--- src/rtl/xgmii_pkg.sv ---
// Shared types and constants for the XGMII-TX FIFO arbiter.
//   XGMII_W        : width of one pre-encoded XGMII word {ctrl[7:0], data[63:0]}
//   XGMII_IDLE     : idle word (all lanes control, /I/ in every byte)
//   XGMII_CTRL_*   : control characters used on the lanes
//   xgmii_word_t   : packed view of one XGMII word
//   arb_state_e    : arbiter states
package xgmii_pkg;

  localparam int unsigned XGMII_CTRL_W = 8;
  localparam int unsigned XGMII_DATA_W = 64;
  localparam int unsigned XGMII_W      = XGMII_CTRL_W + XGMII_DATA_W;

  localparam logic [7:0] XGMII_CTRL_START = 8'hfb;
  localparam logic [7:0] XGMII_CTRL_TERM  = 8'hfd;
  localparam logic [7:0] XGMII_CTRL_IDLE  = 8'h07;

  localparam logic [XGMII_W-1:0] XGMII_IDLE = {8'hff, {8{XGMII_CTRL_IDLE}}};

  typedef struct packed {
    logic [XGMII_CTRL_W-1:0] ctrl;
    logic [XGMII_DATA_W-1:0] data;
  } xgmii_word_t;

  typedef enum logic [1:0] {
    ST_IDLE = 2'd0,
    ST_XFER = 2'd1,
    ST_IFG  = 2'd2
  } arb_state_e;

endpackage

--- src/rtl/rr_arb2.sv ---
// Combinational two-way round-robin picker.
//   valid_i  : request lines, bit N = requester N
//   rr_ptr_i : requester preferred when both request
//   winner_o : one-hot winner, 00 when nobody requests
module rr_arb2 (
  input  logic [1:0] valid_i,
  input  logic       rr_ptr_i,
  output logic [1:0] winner_o
);

  // A tie goes to the pointer; a single request always wins.
  always_comb begin
    winner_o = valid_i;
    if (valid_i == 2'b11) begin
      winner_o = rr_ptr_i ? 2'b10 : 2'b01;
    end
  end

endmodule

--- src/rtl/xgmii_tx_arbiter.sv ---
// Whole-frame round-robin arbiter sharing one XGMII-TX FIFO write port
// between the PCIe RX snoop path (requester 0) and the ARP/control
// responder (requester 1). Inserts IFG_WORDS idle words after each frame
// and keeps the FIFO fed with idles whenever no frame is in flight.
//
// Ports:
//   clk, sys_rst              : clock, synchronous active-high reset
//   reqN_data/valid/last      : requester N word, valid, end-of-frame
//   reqN_ready                : requester N word accepted (combinational)
//   din, wr_en                : registered FIFO write data / enable
//   full                      : FIFO full
//   grant                     : one-hot current owner, 00 when none
// Optional (macro XGMII_TX_ARB_STATS_EN):
//   frames0, frames1          : frames completed per requester (wrapping)
//   gap_stalls                : source-underrun cycles mid-frame (saturating)
module xgmii_tx_arbiter
  import xgmii_pkg::*;
#(
  parameter int unsigned         IFG_WORDS = 1,
  parameter logic [XGMII_W-1:0]  IDLE_WORD = XGMII_IDLE
) (
  input  logic               clk,
  input  logic               sys_rst,
  input  logic [XGMII_W-1:0] req0_data,
  input  logic               req0_valid,
  input  logic               req0_last,
  output logic               req0_ready,
  input  logic [XGMII_W-1:0] req1_data,
  input  logic               req1_valid,
  input  logic               req1_last,
  output logic               req1_ready,
  output logic [XGMII_W-1:0] din,
  input  logic               full,
  output logic               wr_en,
  output logic [1:0]         grant
`ifdef XGMII_TX_ARB_STATS_EN
  ,
  output logic [31:0]        frames0,
  output logic [31:0]        frames1,
  output logic [15:0]        gap_stalls
`endif
);

  localparam int unsigned IFG_CNT_W = 4;

  arb_state_e          state_q;
  logic [1:0]          grant_q;
  logic                rr_ptr_q;
  logic [IFG_CNT_W-1:0] ifg_cnt_q;
  logic [XGMII_W-1:0]  din_q;
  logic                wr_en_q;

  logic [1:0]          winner;
  xgmii_word_t         sel_word;
  logic                sel_valid;
  logic                sel_last;
  logic                accept;
  logic                ifg_done;

  rr_arb2 u_rr_arb2 (
    .valid_i  ({req1_valid, req0_valid}),
    .rr_ptr_i (rr_ptr_q),
    .winner_o (winner)
  );

  // Only the granted requester sees ready, and only while the FIFO has room.
  assign req0_ready = (state_q == ST_XFER) & grant_q[0] & ~full;
  assign req1_ready = (state_q == ST_XFER) & grant_q[1] & ~full;

  // Mux of the granted requester's handshake.
  assign sel_word  = grant_q[1] ? req1_data  : req0_data;
  assign sel_valid = grant_q[1] ? req1_valid : req0_valid;
  assign sel_last  = grant_q[1] ? req1_last  : req0_last;
  assign accept    = (req0_valid & req0_ready) | (req1_valid & req1_ready);

  // The idle being written this cycle is the last one owed for the gap.
  assign ifg_done  = (ifg_cnt_q + IFG_CNT_W'(1)) == IFG_CNT_W'(IFG_WORDS);

  // Arbiter FSM with registered FIFO write port.
  always_ff @(posedge clk) begin
    if (sys_rst) begin
      state_q   <= ST_IDLE;
      grant_q   <= 2'b00;
      rr_ptr_q  <= 1'b0;
      ifg_cnt_q <= '0;
      din_q     <= IDLE_WORD;
      wr_en_q   <= 1'b0;
    end else begin
      case (state_q)
        ST_IDLE: begin
          wr_en_q <= ~full;
          if (!full) begin
            din_q <= IDLE_WORD;
          end
          // Arbitration does not wait for FIFO room.
          if (|winner) begin
            grant_q <= winner;
            state_q <= ST_XFER;
          end
        end

        ST_XFER: begin
          // No idles mid-frame: an underrun or full simply skips the write.
          wr_en_q <= accept;
          if (accept) begin
            din_q <= sel_word;
            if (sel_last) begin
              // Point at the other requester so frames alternate.
              rr_ptr_q  <= grant_q[0];
              grant_q   <= 2'b00;
              ifg_cnt_q <= '0;
              state_q   <= ST_IFG;
            end
          end
        end

        ST_IFG: begin
          wr_en_q <= ~full;
          if (!full) begin
            din_q     <= IDLE_WORD;
            ifg_cnt_q <= ifg_cnt_q + IFG_CNT_W'(1);
            if (ifg_done) begin
              state_q <= ST_IDLE;
            end
          end
        end

        default: begin
          state_q <= ST_IDLE;
          grant_q <= 2'b00;
          wr_en_q <= 1'b0;
        end
      endcase
    end
  end

  assign din   = din_q;
  assign wr_en = wr_en_q;
  assign grant = grant_q;

`ifdef XGMII_TX_ARB_STATS_EN
  logic [31:0] frames0_q;
  logic [31:0] frames1_q;
  logic [15:0] gap_stalls_q;

  // Per-requester frame counters and mid-frame underrun counter.
  always_ff @(posedge clk) begin
    if (sys_rst) begin
      frames0_q    <= '0;
      frames1_q    <= '0;
      gap_stalls_q <= '0;
    end else begin
      if (accept && sel_last && grant_q[0]) begin
        frames0_q <= frames0_q + 32'd1;
      end
      if (accept && sel_last && grant_q[1]) begin
        frames1_q <= frames1_q + 32'd1;
      end
      if ((state_q == ST_XFER) && !full && !sel_valid && (gap_stalls_q != 16'hffff)) begin
        gap_stalls_q <= gap_stalls_q + 16'd1;
      end
    end
  end

  assign frames0    = frames0_q;
  assign frames1    = frames1_q;
  assign gap_stalls = gap_stalls_q;
`else
  // sel_valid only feeds the underrun counter.
  logic unused_sel_valid;
  assign unused_sel_valid = sel_valid;
`endif

endmodule

--- config.mk ---
export PLATFORM = sky130hd
export DESIGN_NAME = xgmii_tx_arbiter
export DESIGN_NICKNAME = d
export VERILOG_FILES = /design/src/rtl/xgmii_pkg.sv /design/src/rtl/rr_arb2.sv /design/src/rtl/xgmii_tx_arbiter.sv
export SDC_FILE = /design/constraint.sdc
export NUM_CORES = 1
export LEC_CHECK = 0
export ABC_AREA = 1
export CORE_UTILIZATION = 41
export DETAILED_ROUTE_END_ITERATION = 8
export GPL_ROUTABILITY_DRIVEN = 0
export GPL_TIMING_DRIVEN = 0
export PLACE_DENSITY = 0.95
export REMOVE_ABC_BUFFERS = 1
export SYNTH_ARGS = -nofsm -noshare
export SYNTH_HDL_FRONTEND = slang
export SYNTH_SLANG_ARGS = --single-unit
--- constraint.sdc ---
create_clock -name clk -period 4.39 [get_ports clk]
set_clock_uncertainty 0.2 [all_clocks]
set_input_delay 0.439 -clock clk [delete_from_list [all_inputs] [get_ports clk]]
set_output_delay 0.439 -clock clk [all_outputs]
set_load 0.05 [all_outputs]
==> metrics.yaml <==
max_slew_margin_pct: 25.46
final_nets: 952
power_density_nw_per_um2: 323.0
place_worst_setup_slack_ns: 0.4511
cts_tree: "yes"
synth_area_um2: 3979
synth_fa_ha_area_share_pct: 0.6289
final_core_util_pct: 69.44
layoutNonFillerInstCount: 931
clockBufferDepth: 2
ant_nets: 0
holdBufCountCts: 0
rows: 35
rsz0062_at_grt: "false"
synth.distinct_cells: 27
synth_edf_count: 0
vias: 4679
synth_xor_xnor_area_share_pct: 0.2201
hold_slack_ns: 0.2604
end_kind: "register"
start_util_pct: 42.66
post_drt_wl_per_cell_um: 13.59
placed_cells: 917
dieArea_um2: 10100
drc: 0
worstPathMaxFanout: 55
switching_share_pct: 34.86
wl_um: 12650
first_global_vias: 4354
maxCapViolations: 0
firstDrtPassIters: 5
ys_ff_latch: 82
ys_warn_count: 0
io-pin-count: 228
muxShareOfSynthArea_pct: 0
intPower_mw: 1.363
cp_data_arrival_time_ns: 3.88
final_area_um2: 6477
startpoint_type: "register"
ys.flop_type: "dfxtp_1"
antenna_found_initial: 0
drive_gt1_share_pct: 3.616
die_x_um: 100.5
hold_violations: 0
rrSetupSlack_ns: 0.54
tightest_slew_ns: 1.115
drtIter0Drc: 144
switchingPower_uw: 729.3
clk_latency_ns: 0.34
core_area_um2: 9328
yosysSeqAreaShare_pct: 41.26
synth_compound_area_share_pct: 16.04
clock-root-buffer: "clkbuf_8"
post_cts_resized: 0
setup_viol: 0
fillers: 758
irDropWorstVdd_v: 0.0001636
placed_area_um2: 6286
max_freq_mhz: 259.5
p_seq_share_pct: 40.1
vias_per_cell: 5.026
min_period_over_period_pct: 87.78
areaGrowthSynthToFinish_pct: 62.80
grt.overflow.total: 0
async_reset_ff_share_pct: 0
tns_ns: 0
combPwrFrac_pct: 34.0
p_leak_nw: 2.531
cts_sinks: 82
avgSynthCellArea_um2: 6.620
grt_max_degree: 56
cts_made_buffers: 9
synth_top_family_by_area: "simple AND/OR/NAND/NOR gates"
fin_crit_ns: 3.853
grt_util_all_layers_pct: 24.87
place_hpwl_um: 8784
outcome: "complete, no violations"
syn-instance-count: 601
required_ns: 4.42
power_mw: 2.092
drv_slew: 0
die_h_um: 100.5
io_buffers: 227
cts_max_level: 3
antenna_cells: 0
cts_setup_buffers: 0
path_class: "register to register"
timing.final.ws_setup_ns: 0.5365
hp-class: "register to register"
clk_pin_slew_ns: 0.08
yosys.area_share.simple_pct: 35.03
grt_pass1_wl_um: 20020
clkPwrFrac_pct: 25.9
## cell type report
cell class	instances	area, um2	area share, %
Clock buffer	11	151.4	2.337
Clock inverter	3	40.04	0.6181
Inverter	18	68.82	1.062
Multi-Input combinational cell	458	2073	32.01
Sequential cell	82	1643	25.36
Tap cell	129	161.4	2.492
Timing Repair Buffer	230	2340	36.12
## sequential cells by signal, indices dropped and copies added, names as in the netlist
signal / count
din: 72
wr_en: 1
state_q: 2
grant: 2
ifg_cnt_q: 4
rr_ptr_q: 1
## layout by cell type (no fill, tap or decap)
master | netlist | layout
nand2_4 | 1 | 1
ha_1 | 2 | 2
buf_16 | 0 | 1
nand2_1 | 175 | 175
nand3_1 | 53 | 53
buf_12 | 0 | 2
nand4_1 | 2 | 2
o21ai_0 | 43 | 43
clkinv_2 | 0 | 3
nand3_2 | 2 | 2
nor2_1 | 105 | 105
o21ai_1 | 6 | 6
nor2_4 | 1 | 1
nor3_1 | 2 | 2
inv_1 | 15 | 14
a21oi_4 | 0 | 1
or2_2 | 1 | 1
xor2_1 | 1 | 1
clkdlybuf4s50_1 | 0 | 227
inv_2 | 2 | 3
bufinv_16 | 0 | 1
nand2_2 | 1 | 1
o211ai_1 | 29 | 29
dfxtp_2 | 0 | 1
clkbuf_8 | 0 | 11
a31oi_1 | 1 | 1
dfxtp_1 | 82 | 81
a21oi_1 | 32 | 32
## Yosys cell counts, types with 6 or more instances
| cell type | n | area share [%] |
|---|---|---|
| a21oi_1 | 32 | 4.0 |
| buf_2 | 7 | 0.88 |
| buf_4 | 7 | 1.3 |
| clkbuf_1 | 26 | 2.5 |
| dfxtp_1 | 82 | 41 |
| inv_1 | 15 | 1.4 |
| nand2_1 | 175 | 17 |
| nand3_1 | 53 | 6.7 |
| nor2_1 | 105 | 9.9 |
| o211ai_1 | 29 | 5.5 |
| o21ai_0 | 43 | 5.4 |
| o21ai_1 | 6 | 0.75 |
## cells by family (layout without fill, tap and decap cells)
group                      after synthesis  count (layout)
DFF                                     82              82
and+or+nand+nor                        343             343
AOI/OAI and AO/OA                      112             112
adders and majority gates                2               2
buffers and inverters                   61             262
xor gates and xnor gates                 1               1
## per-layer routing
layer | GRT usage [%] | vias to the layer above | routed length, um | part of all wire (%)
met5 | 0 | - | 0 | 0
met2 | 45.10 | 167 | 6094 | 48
met1 | 28.43 | 2135 | 5272 | 42
met4 | 9.030 | 0 | 287 | 2.3
met3 | 5.756 | 24 | 996 | 7.9
li1 | - | 2353 | - | -
## critical path: stages (launching register included)
cell     delay, ns
dfxtp_1       0.88
inv_2         0.51
nor2_4        0.29
nand3_2       0.11
nand2_2       0.81
inv_2         0.12
nand2_4       0.43
o21ai_0       0.17
nand2_1       0.09
nor2_1        0.06
## power by group through the flow
stage | combinational (mW) | sequential (mW) | clock (mW)
finish | 0.711 | 0.839 | 0.542
global route | 0.777 | 0.848 | 0.586
CTS | 0.715 | 0.840 | 0.553
detailed placement | 0.713 | 0.857 | 0
global placement | 0.674 | 0.871 | 0
floorplan | 0.254 | 0.985 | 0
## final timing paths
path | from | cells after the start | to
worst min-delay path | din[16]$_SDFFE_PP1P_ | 2 | din[16]$_SDFFE_PP1P_
worst max-delay path | state_q[0]$_SDFFE_PP0P_ | 9 | din[45]$_SDFFE_PP0P_
worst max register to register | state_q[0]$_SDFFE_PP0P_ | 9 | din[45]$_SDFFE_PP0P_
worst min register to register | din[16]$_SDFFE_PP1P_ | 2 | din[16]$_SDFFE_PP1P_
(Power assumes the default switching activity.)
